### src/rtl/slave_bus_pkg.sv
// rtl/slave_bus_pkg.sv - shared types and defaults for the slave bus interface
package slave_bus_pkg;

   typedef enum logic [1:0] {
      ST_IDLE = 2'd0,
      ST_WR   = 2'd1,
      ST_RD   = 2'd2,
      ST_DONE = 2'd3
   } busState_t;

   localparam int DATA_W_DEF = 32;
   localparam int ADDR_W_DEF = 8;
   localparam int LEN_W_DEF  = 4;
   localparam int RD_LAT_DEF = 1;

   localparam logic BUS_WR = 1'b1;
   localparam logic BUS_RD = 1'b0;

endpackage

### src/rtl/slave_bus_if_if.sv
// rtl/slave_bus_if_if.sv - master-side command/data bus bundle with master and slave views
interface slave_bus_if_if
   import slave_bus_pkg::*;
#(
   parameter int DATA_W = DATA_W_DEF,
   parameter int ADDR_W = ADDR_W_DEF,
   parameter int LEN_W  = LEN_W_DEF
);

   logic              BusReq;
   logic              BusWr;
   logic [ADDR_W-1:0] BusAddr;
   logic [LEN_W-1:0]  BusLen;
   logic [DATA_W-1:0] BusWData;
   logic              BusWValid;
   logic              BusGnt;
   logic              BusBusy;
   logic [DATA_W-1:0] BusRData;
   logic              BusRValid;
   logic              BusDone;

   modport master (
      output BusReq, BusWr, BusAddr, BusLen, BusWData, BusWValid,
      input  BusGnt, BusBusy, BusRData, BusRValid, BusDone
   );

   modport slave (
      input  BusReq, BusWr, BusAddr, BusLen, BusWData, BusWValid,
      output BusGnt, BusBusy, BusRData, BusRValid, BusDone
   );

endinterface

### src/rtl/slave_bus_beat_ctr.sv
// rtl/slave_bus_beat_ctr.sv - loadable wrapping word address plus beat counter with last-beat flag
module slave_bus_beat_ctr
   import slave_bus_pkg::*;
#(
   parameter int ADDR_W = ADDR_W_DEF,
   parameter int LEN_W  = LEN_W_DEF
)
(
   input  logic              Clk,
   input  logic              Rst_n,
   input  logic              load,
   input  logic [ADDR_W-1:0] startAddr,
   input  logic [LEN_W-1:0]  len,
   input  logic              step,
   output logic [ADDR_W-1:0] addr,
   output logic              lastBeat,
   output logic              exhausted
);

   logic [LEN_W-1:0] beatCnt;
   logic [LEN_W-1:0] lenReg;

   // Once the last beat has stepped, the counter freezes until the next load
   always_ff @(posedge Clk or negedge Rst_n) begin
      if (!Rst_n) begin
         addr      <= '0;
         beatCnt   <= '0;
         lenReg    <= '0;
         exhausted <= 1'b0;
      end else if (load) begin
         addr      <= startAddr;
         beatCnt   <= '0;
         lenReg    <= len;
         exhausted <= 1'b0;
      end else if (step && !exhausted) begin
         addr <= addr + 1'b1;
         if (lastBeat) begin
            exhausted <= 1'b1;
         end else begin
            beatCnt <= beatCnt + 1'b1;
         end
      end
   end

   assign lastBeat = (beatCnt == lenReg);

endmodule

### src/rtl/slave_bus_if.sv
// rtl/slave_bus_if.sv - turns master burst commands into per-beat strobes for the memory core
module slave_bus_if
   import slave_bus_pkg::*;
#(
   parameter int DATA_W = DATA_W_DEF,
   parameter int ADDR_W = ADDR_W_DEF,
   parameter int LEN_W  = LEN_W_DEF,
   parameter int RD_LAT = RD_LAT_DEF
)
(
   input  logic              Clk,
   input  logic              Rst_n,
   slave_bus_if_if.slave     bus,
   output logic [DATA_W-1:0] MemDataIn,
   output logic [ADDR_W-1:0] MemWrAddr,
   output logic              MemWen,
   output logic [ADDR_W-1:0] MemRdAddr,
   output logic              MemRen,
   input  logic [DATA_W-1:0] MemDataOut
);

   busState_t         state;
   busState_t         nextState;
   logic              accept;
   logic              wrBeat;
   logic              rdIssue;
   logic              gntReg;
   logic [ADDR_W-1:0] beatAddr;
   logic              lastBeat;
   logic              exhausted;
   logic [RD_LAT-1:0] vldPipe;
   logic [RD_LAT-1:0] lastPipe;

   assign accept  = (state == ST_IDLE) && bus.BusReq;
   assign wrBeat  = (state == ST_WR) && bus.BusWValid && !exhausted;
   assign rdIssue = (state == ST_RD) && !exhausted;

   slave_bus_beat_ctr #(
      .ADDR_W (ADDR_W),
      .LEN_W  (LEN_W)
   ) u_beat_ctr (
      .Clk       (Clk),
      .Rst_n     (Rst_n),
      .load      (accept),
      .startAddr (bus.BusAddr),
      .len       (bus.BusLen),
      .step      (wrBeat || rdIssue),
      .addr      (beatAddr),
      .lastBeat  (lastBeat),
      .exhausted (exhausted)
   );

   always_ff @(posedge Clk or negedge Rst_n) begin
      if (!Rst_n) begin
         state <= ST_IDLE;
      end else begin
         state <= nextState;
      end
   end

   always_comb begin
      nextState   = state;
      bus.BusBusy = (state != ST_IDLE);
      bus.BusDone = (state == ST_DONE);
      case (state)
         ST_IDLE: begin
            if (bus.BusReq) begin
               nextState = (bus.BusWr == BUS_WR) ? ST_WR : ST_RD;
            end
         end
         ST_WR: begin
            if (wrBeat && lastBeat) begin
               nextState = ST_DONE;
            end
         end
         ST_RD: begin
            if (lastPipe[RD_LAT-1]) begin
               nextState = ST_DONE;
            end
         end
         ST_DONE: nextState = ST_IDLE;
         default: nextState = ST_IDLE;
      endcase
   end

   // Write beats are registered so the core sees address, data and strobe together
   always_ff @(posedge Clk or negedge Rst_n) begin
      if (!Rst_n) begin
         MemWen    <= 1'b0;
         MemWrAddr <= '0;
         MemDataIn <= '0;
         gntReg    <= 1'b0;
      end else begin
         MemWen <= wrBeat;
         gntReg <= accept;
         if (wrBeat) begin
            MemWrAddr <= beatAddr;
            MemDataIn <= bus.BusWData;
         end
      end
   end

   // Read-valid delay line; lastPipe marks which returning beat closes the burst
   always_ff @(posedge Clk or negedge Rst_n) begin
      if (!Rst_n) begin
         vldPipe  <= '0;
         lastPipe <= '0;
      end else begin
         vldPipe[0]  <= rdIssue;
         lastPipe[0] <= rdIssue && lastBeat;
         for (int i = 1; i < RD_LAT; i++) begin
            vldPipe[i]  <= vldPipe[i-1];
            lastPipe[i] <= lastPipe[i-1];
         end
      end
   end

   assign MemRen        = rdIssue;
   assign MemRdAddr     = rdIssue ? beatAddr : '0;
   assign bus.BusGnt    = gntReg;
   assign bus.BusRValid = vldPipe[RD_LAT-1];
   assign bus.BusRData  = vldPipe[RD_LAT-1] ? MemDataOut : '0;

endmodule

### src/flat_wrapper.sv
// flat-port wrapper written by rule: the top's interface ports become plain ports
module slave_bus_if_flat import slave_bus_pkg::*;
#(
   parameter int DATA_W = DATA_W_DEF,
   parameter int ADDR_W = ADDR_W_DEF,
   parameter int LEN_W  = LEN_W_DEF,
   parameter int RD_LAT = RD_LAT_DEF
)
  (Clk, Rst_n, MemDataIn, MemWrAddr, MemWen, MemRdAddr, MemRen, MemDataOut, bus_BusReq, bus_BusWr, bus_BusAddr, bus_BusLen, bus_BusWData, bus_BusWValid, bus_BusGnt, bus_BusBusy, bus_BusRData, bus_BusRValid, bus_BusDone);
  slave_bus_if_if #(.DATA_W(DATA_W), .ADDR_W(ADDR_W), .LEN_W(LEN_W)) bus_i ();
  input  logic Clk;
  input  logic Rst_n;
  output logic [DATA_W-1:0] MemDataIn;
  output logic [ADDR_W-1:0] MemWrAddr;
  output logic MemWen;
  output logic [ADDR_W-1:0] MemRdAddr;
  output logic MemRen;
  input  logic [DATA_W-1:0] MemDataOut;
  input wire logic [$bits(bus_i.BusReq)-1:0] bus_BusReq;
  input wire logic [$bits(bus_i.BusWr)-1:0] bus_BusWr;
  input wire logic [$bits(bus_i.BusAddr)-1:0] bus_BusAddr;
  input wire logic [$bits(bus_i.BusLen)-1:0] bus_BusLen;
  input wire logic [$bits(bus_i.BusWData)-1:0] bus_BusWData;
  input wire logic [$bits(bus_i.BusWValid)-1:0] bus_BusWValid;
  output wire logic [$bits(bus_i.BusGnt)-1:0] bus_BusGnt;
  output wire logic [$bits(bus_i.BusBusy)-1:0] bus_BusBusy;
  output wire logic [$bits(bus_i.BusRData)-1:0] bus_BusRData;
  output wire logic [$bits(bus_i.BusRValid)-1:0] bus_BusRValid;
  output wire logic [$bits(bus_i.BusDone)-1:0] bus_BusDone;
  assign bus_i.BusReq = bus_BusReq;
  assign bus_i.BusWr = bus_BusWr;
  assign bus_i.BusAddr = bus_BusAddr;
  assign bus_i.BusLen = bus_BusLen;
  assign bus_i.BusWData = bus_BusWData;
  assign bus_i.BusWValid = bus_BusWValid;
  assign bus_BusGnt = bus_i.BusGnt;
  assign bus_BusBusy = bus_i.BusBusy;
  assign bus_BusRData = bus_i.BusRData;
  assign bus_BusRValid = bus_i.BusRValid;
  assign bus_BusDone = bus_i.BusDone;
  slave_bus_if #(.DATA_W(DATA_W), .ADDR_W(ADDR_W), .LEN_W(LEN_W), .RD_LAT(RD_LAT)) u_core (.Clk(Clk), .Rst_n(Rst_n), .bus(bus_i), .MemDataIn(MemDataIn), .MemWrAddr(MemWrAddr), .MemWen(MemWen), .MemRdAddr(MemRdAddr), .MemRen(MemRen), .MemDataOut(MemDataOut));
endmodule
### config.mk
export PLATFORM = sky130hd
export DESIGN_NAME = slave_bus_if_flat
export DESIGN_NICKNAME = d
export VERILOG_FILES = /design/src/rtl/slave_bus_pkg.sv /design/src/rtl/slave_bus_if_if.sv /design/src/rtl/slave_bus_beat_ctr.sv /design/src/rtl/slave_bus_if.sv /design/src/flat_wrapper.sv
export SDC_FILE = /design/constraint.sdc
export NUM_CORES = 1
export LEC_CHECK = 0
export CAP_MARGIN = 20
export CORE_MARGIN = 3
export CORE_UTILIZATION = 39
export DETAILED_ROUTE_END_ITERATION = 8
export GPL_ROUTABILITY_DRIVEN = 0
export PLACE_DENSITY = 0.85
export RECOVER_POWER = 100
export SETUP_SLACK_MARGIN = 0.4
export SYNTH_ARGS = -nofsm -noshare
export SYNTH_HDL_FRONTEND = slang
export SYNTH_SLANG_ARGS = --single-unit
### constraint.sdc
create_clock -name Clk -period 1.9 [get_ports Clk]
set_input_delay 0.19 -clock Clk [delete_from_list [all_inputs] [get_ports Clk]]
set_output_delay 0.19 -clock Clk [all_outputs]
set_load 0.05 [all_outputs]
==> impl_results.rst <==
.. list-table::
   :header-rows: 1

   * - Metric
     - Value
   * - Unrepaired setup endpoints after global routing
     - yes
   * - Number of cells traversed by the worst hold path
     - 3
   * - Worst min-delay path class
     - input pin to flip-flop
   * - Overall die height
     - 94.9 um
   * - Clock latency of the later-clocked register in the worst-skew pair
     - 0.34 ns
   * - Total iterations of the first detailed-routing run
     - 4
   * - Total CTS buffers
     - 9
   * - Internal power contribution
     - 5.13 mW
   * - Pleak
     - 2.63 nW
   * - Maximum buffer depth of the clock tree
     - 2
   * - Post-Route Utilization
     - 0.730
   * - Synth warnings
     - 0
   * - Total of fill cells in the finished design
     - 541
   * - Register-to-Register Path Depth
     - 6
   * - Fraction of synthesis flops using an asynchronous set or reset pin
     - 1.00
   * - Worst rel slew slack
     - 0.415
   * - Number of endpoints failing setup at the final stage
     - 0
   * - Number of flops mapped to enable cells by yosys
     - 0
   * - Final Hold Violating Endpoints
     - 0
   * - Initial antenna violation count
     - 0
   * - Post-layout min period
     - 1.78 ns
   * - Layout Area Growth over Synthesis
     - 76.4%
   * - # DRC
     - 0
   * - Flop-to-flop setup slack
     - 0.15 ns
   * - Critical hold path startpoint
     - bus_BusWData[22]
   * - Start-to-end type of the worst setup path
     - flip-flop to output port
   * - Worst R2R End
     - u_core.state[0]
   * - Via count of the first global-routing pass
     - 3,094
   * - Count of antenna-violating nets left after detailed routing
     - 0
   * - Average size of a mapped cell
     - 9.09 um^2
   * - Outcome
     - finished clean
   * - Detail-routed net length per standard cell
     - 17.3 um
   * - Endpoint arrival time on the critical path
     - 1.59 ns
   * - H-tree depth
     - 3
   * - Reg2reg start
     - u_core.state[1]
   * - Number of unique standard cell types used by synthesis
     - 41
   * - Simple-gate share of the synthesized area
     - 0.319
   * - Slew at the pin closest to its max-slew limit
     - 0.878 ns
   * - Pins over their slew limit
     - 0
   * - Nature of the critical path startpoint
     - flip-flop
   * - Post-Syn Instances
     - 339
   * - Cell row count
     - 31
   * - Portion of netlist area occupied by mux cells
     - 0.0211
   * - Fin nets
     - 606
   * - Dominant combinational cell family by area after synthesis
     - simple AND/OR/NAND/NOR gates
   * - Share of total power in sequential cells
     - 0.237
   * - Sw frac
     - 0.502
   * - Number of DRC markers in iteration 0
     - 188
   * - Flip-flop and latch count after synthesis
     - 63
   * - Number of vias after detailed routing
     - 3,045
   * - Period utilisation layout
     - 0.937
   * - Post-synthesis adder-cell area fraction
     - 0.0284
   * - Total wire length after detailed routing
     - 10,800 um
   * - Clock power frac
     - 0.126
   * - Worst hold path endpoint
     - u_core.MemDataIn[22]
   * - Accumulated negative setup slack
     - 0 ns
   * - CTS clock-pin slew for the worst setup and hold paths
     - 0.08 ns
   * - Area inside the core boundary
     - 0.00745 mm^2
   * - Psw
     - 5.18 mW
   * - Predominant post-synthesis flop cell
     - sky130_fd_sc_hd__dfrtp_1
   * - Area contributors post-synth
     - sky130_fd_sc_hd__dfrtp_1 (51%), sky130_fd_sc_hd__nand2_1 (15%), sky130_fd_sc_hd__and2_1 (8.3%)
   * - Part of the power in combinational logic
     - 0.637
   * - Top fanout value on the critical path
     - 7
   * - Sort of element at the end of the critical path
     - output port
   * - Clock tree from TritonCTS
     - yes
   * - Post-Synthesis Net Count
     - 427
   * - Layout cells sized above 1
     - 0.281
   * - Most frequently used cell type in the post-synthesis netlist
     - sky130_fd_sc_hd__nand2_1
   * - Width of the die
     - 94.9 um
   * - Post-synth design cell area
     - 0.00308 mm^2
   * - Global route overflow
     - 0
   * - PortBufs
     - 166
   * - Maximum number of pins on one net before global-route repair
     - 64
   * - Count of antenna diodes in the layout
     - 0
   * - Total of max-cap violations
     - 0
   * - Area of the die
     - 0.00900 mm^2
   * - Post-synthesis compound-gate area fraction
     - 0.0524
   * - Max Clock Skew
     - 0.0147 ns
   * - Max Freq
     - 562 MHz
   * - Cell at the root of the clock tree
     - sky130_fd_sc_hd__clkbuf_8
   * - Wire length of the first global-routing pass
     - 15,700 um
   * - Pwr Density
     - 1900 mW/mm^2
   * - Dominant cell type by area after synthesis
     - sky130_fd_sc_hd__dfrtp_1
   * - Clk sink count
     - 63
   * - Largest voltage drop on the vdd net
     - 1.15 mV
   * - Post-synthesis sequential area ratio
     - 0.512
   * - Min Hold Slack
     - 0.366 ns
   * - Boundary Pins
     - 167
   * - Area share of the largest cell type after synthesis
     - 0.512
   * - Effective utilization at floorplan
     - 0.414
   * - Worst path required time
     - 1.71 ns
   * - Detail Placement HPWL
     - 7580 um
   * - Synth top cells by count
     - sky130_fd_sc_hd__nand2_1 (126), sky130_fd_sc_hd__dfrtp_1 (63), sky130_fd_sc_hd__and2_1 (41)
   * - GR Util All Layers
     - 0.229
   * - Xor and xnor area share after synthesis
     - 0.0337
   * - Via count normalized by instance count
     - 4.90
## state kept, by name, summed over array words and instances (netlist names)
name	flops
u_core.u_beat_ctr.beatCnt	4
u_core.u_beat_ctr.addr	8
u_core.u_beat_ctr.lenReg	4
u_core.MemDataIn	32
u_core.MemWen	1
u_core.MemWrAddr	8
u_core.u_beat_ctr.exhausted	1
u_core.state	2
u_core.bus.BusGnt	1
u_core.bus.BusRValid	1
u_core.lastPipe	1
## power groups by stage
stage | sequential, mW | clock [mW] | combinational [mW]
after floorplan | 3.82 | 0 | 2.77
after global placement | 2.42 | 0 | 6.59
after detailed placement | 2.47 | 0 | 6.76
after CTS | 2.41 | 1.32 | 6.92
after global routing | 2.51 | 1.38 | 6.92
final | 2.44 | 1.30 | 6.57
## final cells by class
type / count / area [um^2] / share of cell area
clock buffer: 11 / 141 / 0.0260
clock inverter: 5 / 81.3 / 0.0150
inverter: 6 / 25.0 / 0.00460
multi-input combinational: 253 / 1570 / 0.289
sequential: 63 / 1580 / 0.291
tap: 99 / 124 / 0.0228
timing repair buffer: 185 / 1910 / 0.352
## how the worst max path moves through the flow
stage                                 to  slack, ns  cells after the start            startpoint
6_report                    MemRdAddr[3]       0.12                      6       u_core.state[0]
3_3_place_gp   u_core.u_beat_ctr.addr[7]       0.22                      6       u_core.state[1]
2_1_floorplan            u_core.state[1]       0.37                      6       u_core.state[0]
4_1_cts                     MemRdAddr[7]       0.15                      6       u_core.state[0]
3_5_place_dp   u_core.u_beat_ctr.addr[6]       0.07                      6       u_core.state[1]
5_1_grt                 bus_BusRData[15]       0.05                      3  u_core.bus.BusRValid
## critical path, cell delays in order, from the launching register on
cell	delay, ns
sky130_fd_sc_hd__dfrtp_2	0.41
sky130_fd_sc_hd__inv_2	0.08
sky130_fd_sc_hd__ha_4	0.13
sky130_fd_sc_hd__nor2b_4	0.15
sky130_fd_sc_hd__buf_6	0.13
sky130_fd_sc_hd__and2_4	0.13
sky130_fd_sc_hd__clkbuf_4	0.22
## through the flow
step	std cells	worst slack (ns)	power [mW]	cell area [um^2]
floorplan	339	0.374	6.59	3170
global placement	596	0.221	9.01	5370
detailed placement	596	0.0704	9.22	5370
CTS	620	0.152	10.7	5710
global route	622	0.0537	10.8	5440
finish	622	0.119	10.3	5440
## kinds of logic after synthesis
logic type,after synthesis
mux,6
buf+inv,23
flops,63
simple gates,205
fa+ha+maj,7
compound gates,24
xor+xnor,11
## per-layer routing
layer  global-route usage  up-vias  wire (um)
li1                     -     1443          -
met5                    0        -          0
met2                0.437      120       5830
met1                0.242     1462       3970
met4               0.0841        0        248
met3               0.0518       20        731
## cell usage in the layout, fill, tap and decap left out, types with 3 or more instances in the layout
cell	count
sky130_fd_sc_hd__a21oi_1	11
sky130_fd_sc_hd__and2_1	3
sky130_fd_sc_hd__and2_2	30
sky130_fd_sc_hd__and2_4	8
sky130_fd_sc_hd__buf_12	21
sky130_fd_sc_hd__buf_4	9
sky130_fd_sc_hd__clkbuf_2	4
sky130_fd_sc_hd__clkbuf_4	24
sky130_fd_sc_hd__clkbuf_8	10
sky130_fd_sc_hd__clkdlybuf4s50_1	79
sky130_fd_sc_hd__dfrtp_1	60
sky130_fd_sc_hd__dfrtp_2	3
sky130_fd_sc_hd__dlygate4sd2_1	42
sky130_fd_sc_hd__ha_1	3
sky130_fd_sc_hd__ha_4	4
sky130_fd_sc_hd__inv_1	3
sky130_fd_sc_hd__mux2_2	4
sky130_fd_sc_hd__nand2_1	126
sky130_fd_sc_hd__nand3_1	5
sky130_fd_sc_hd__nor2_1	12
sky130_fd_sc_hd__xnor2_1	9
## timing repair
item                                    in CTS  in global routing
buffers inserted                             7                  1
cloned                                       0                  1
endpoints found under the setup margin     121                 69
pin swaps                                   13                  5
resized for setup                           66                 10
hold endpoints to repair                    63                  0
hold buffers                                 1                  0
Note: power is estimated with default switching activity, not from simulation.
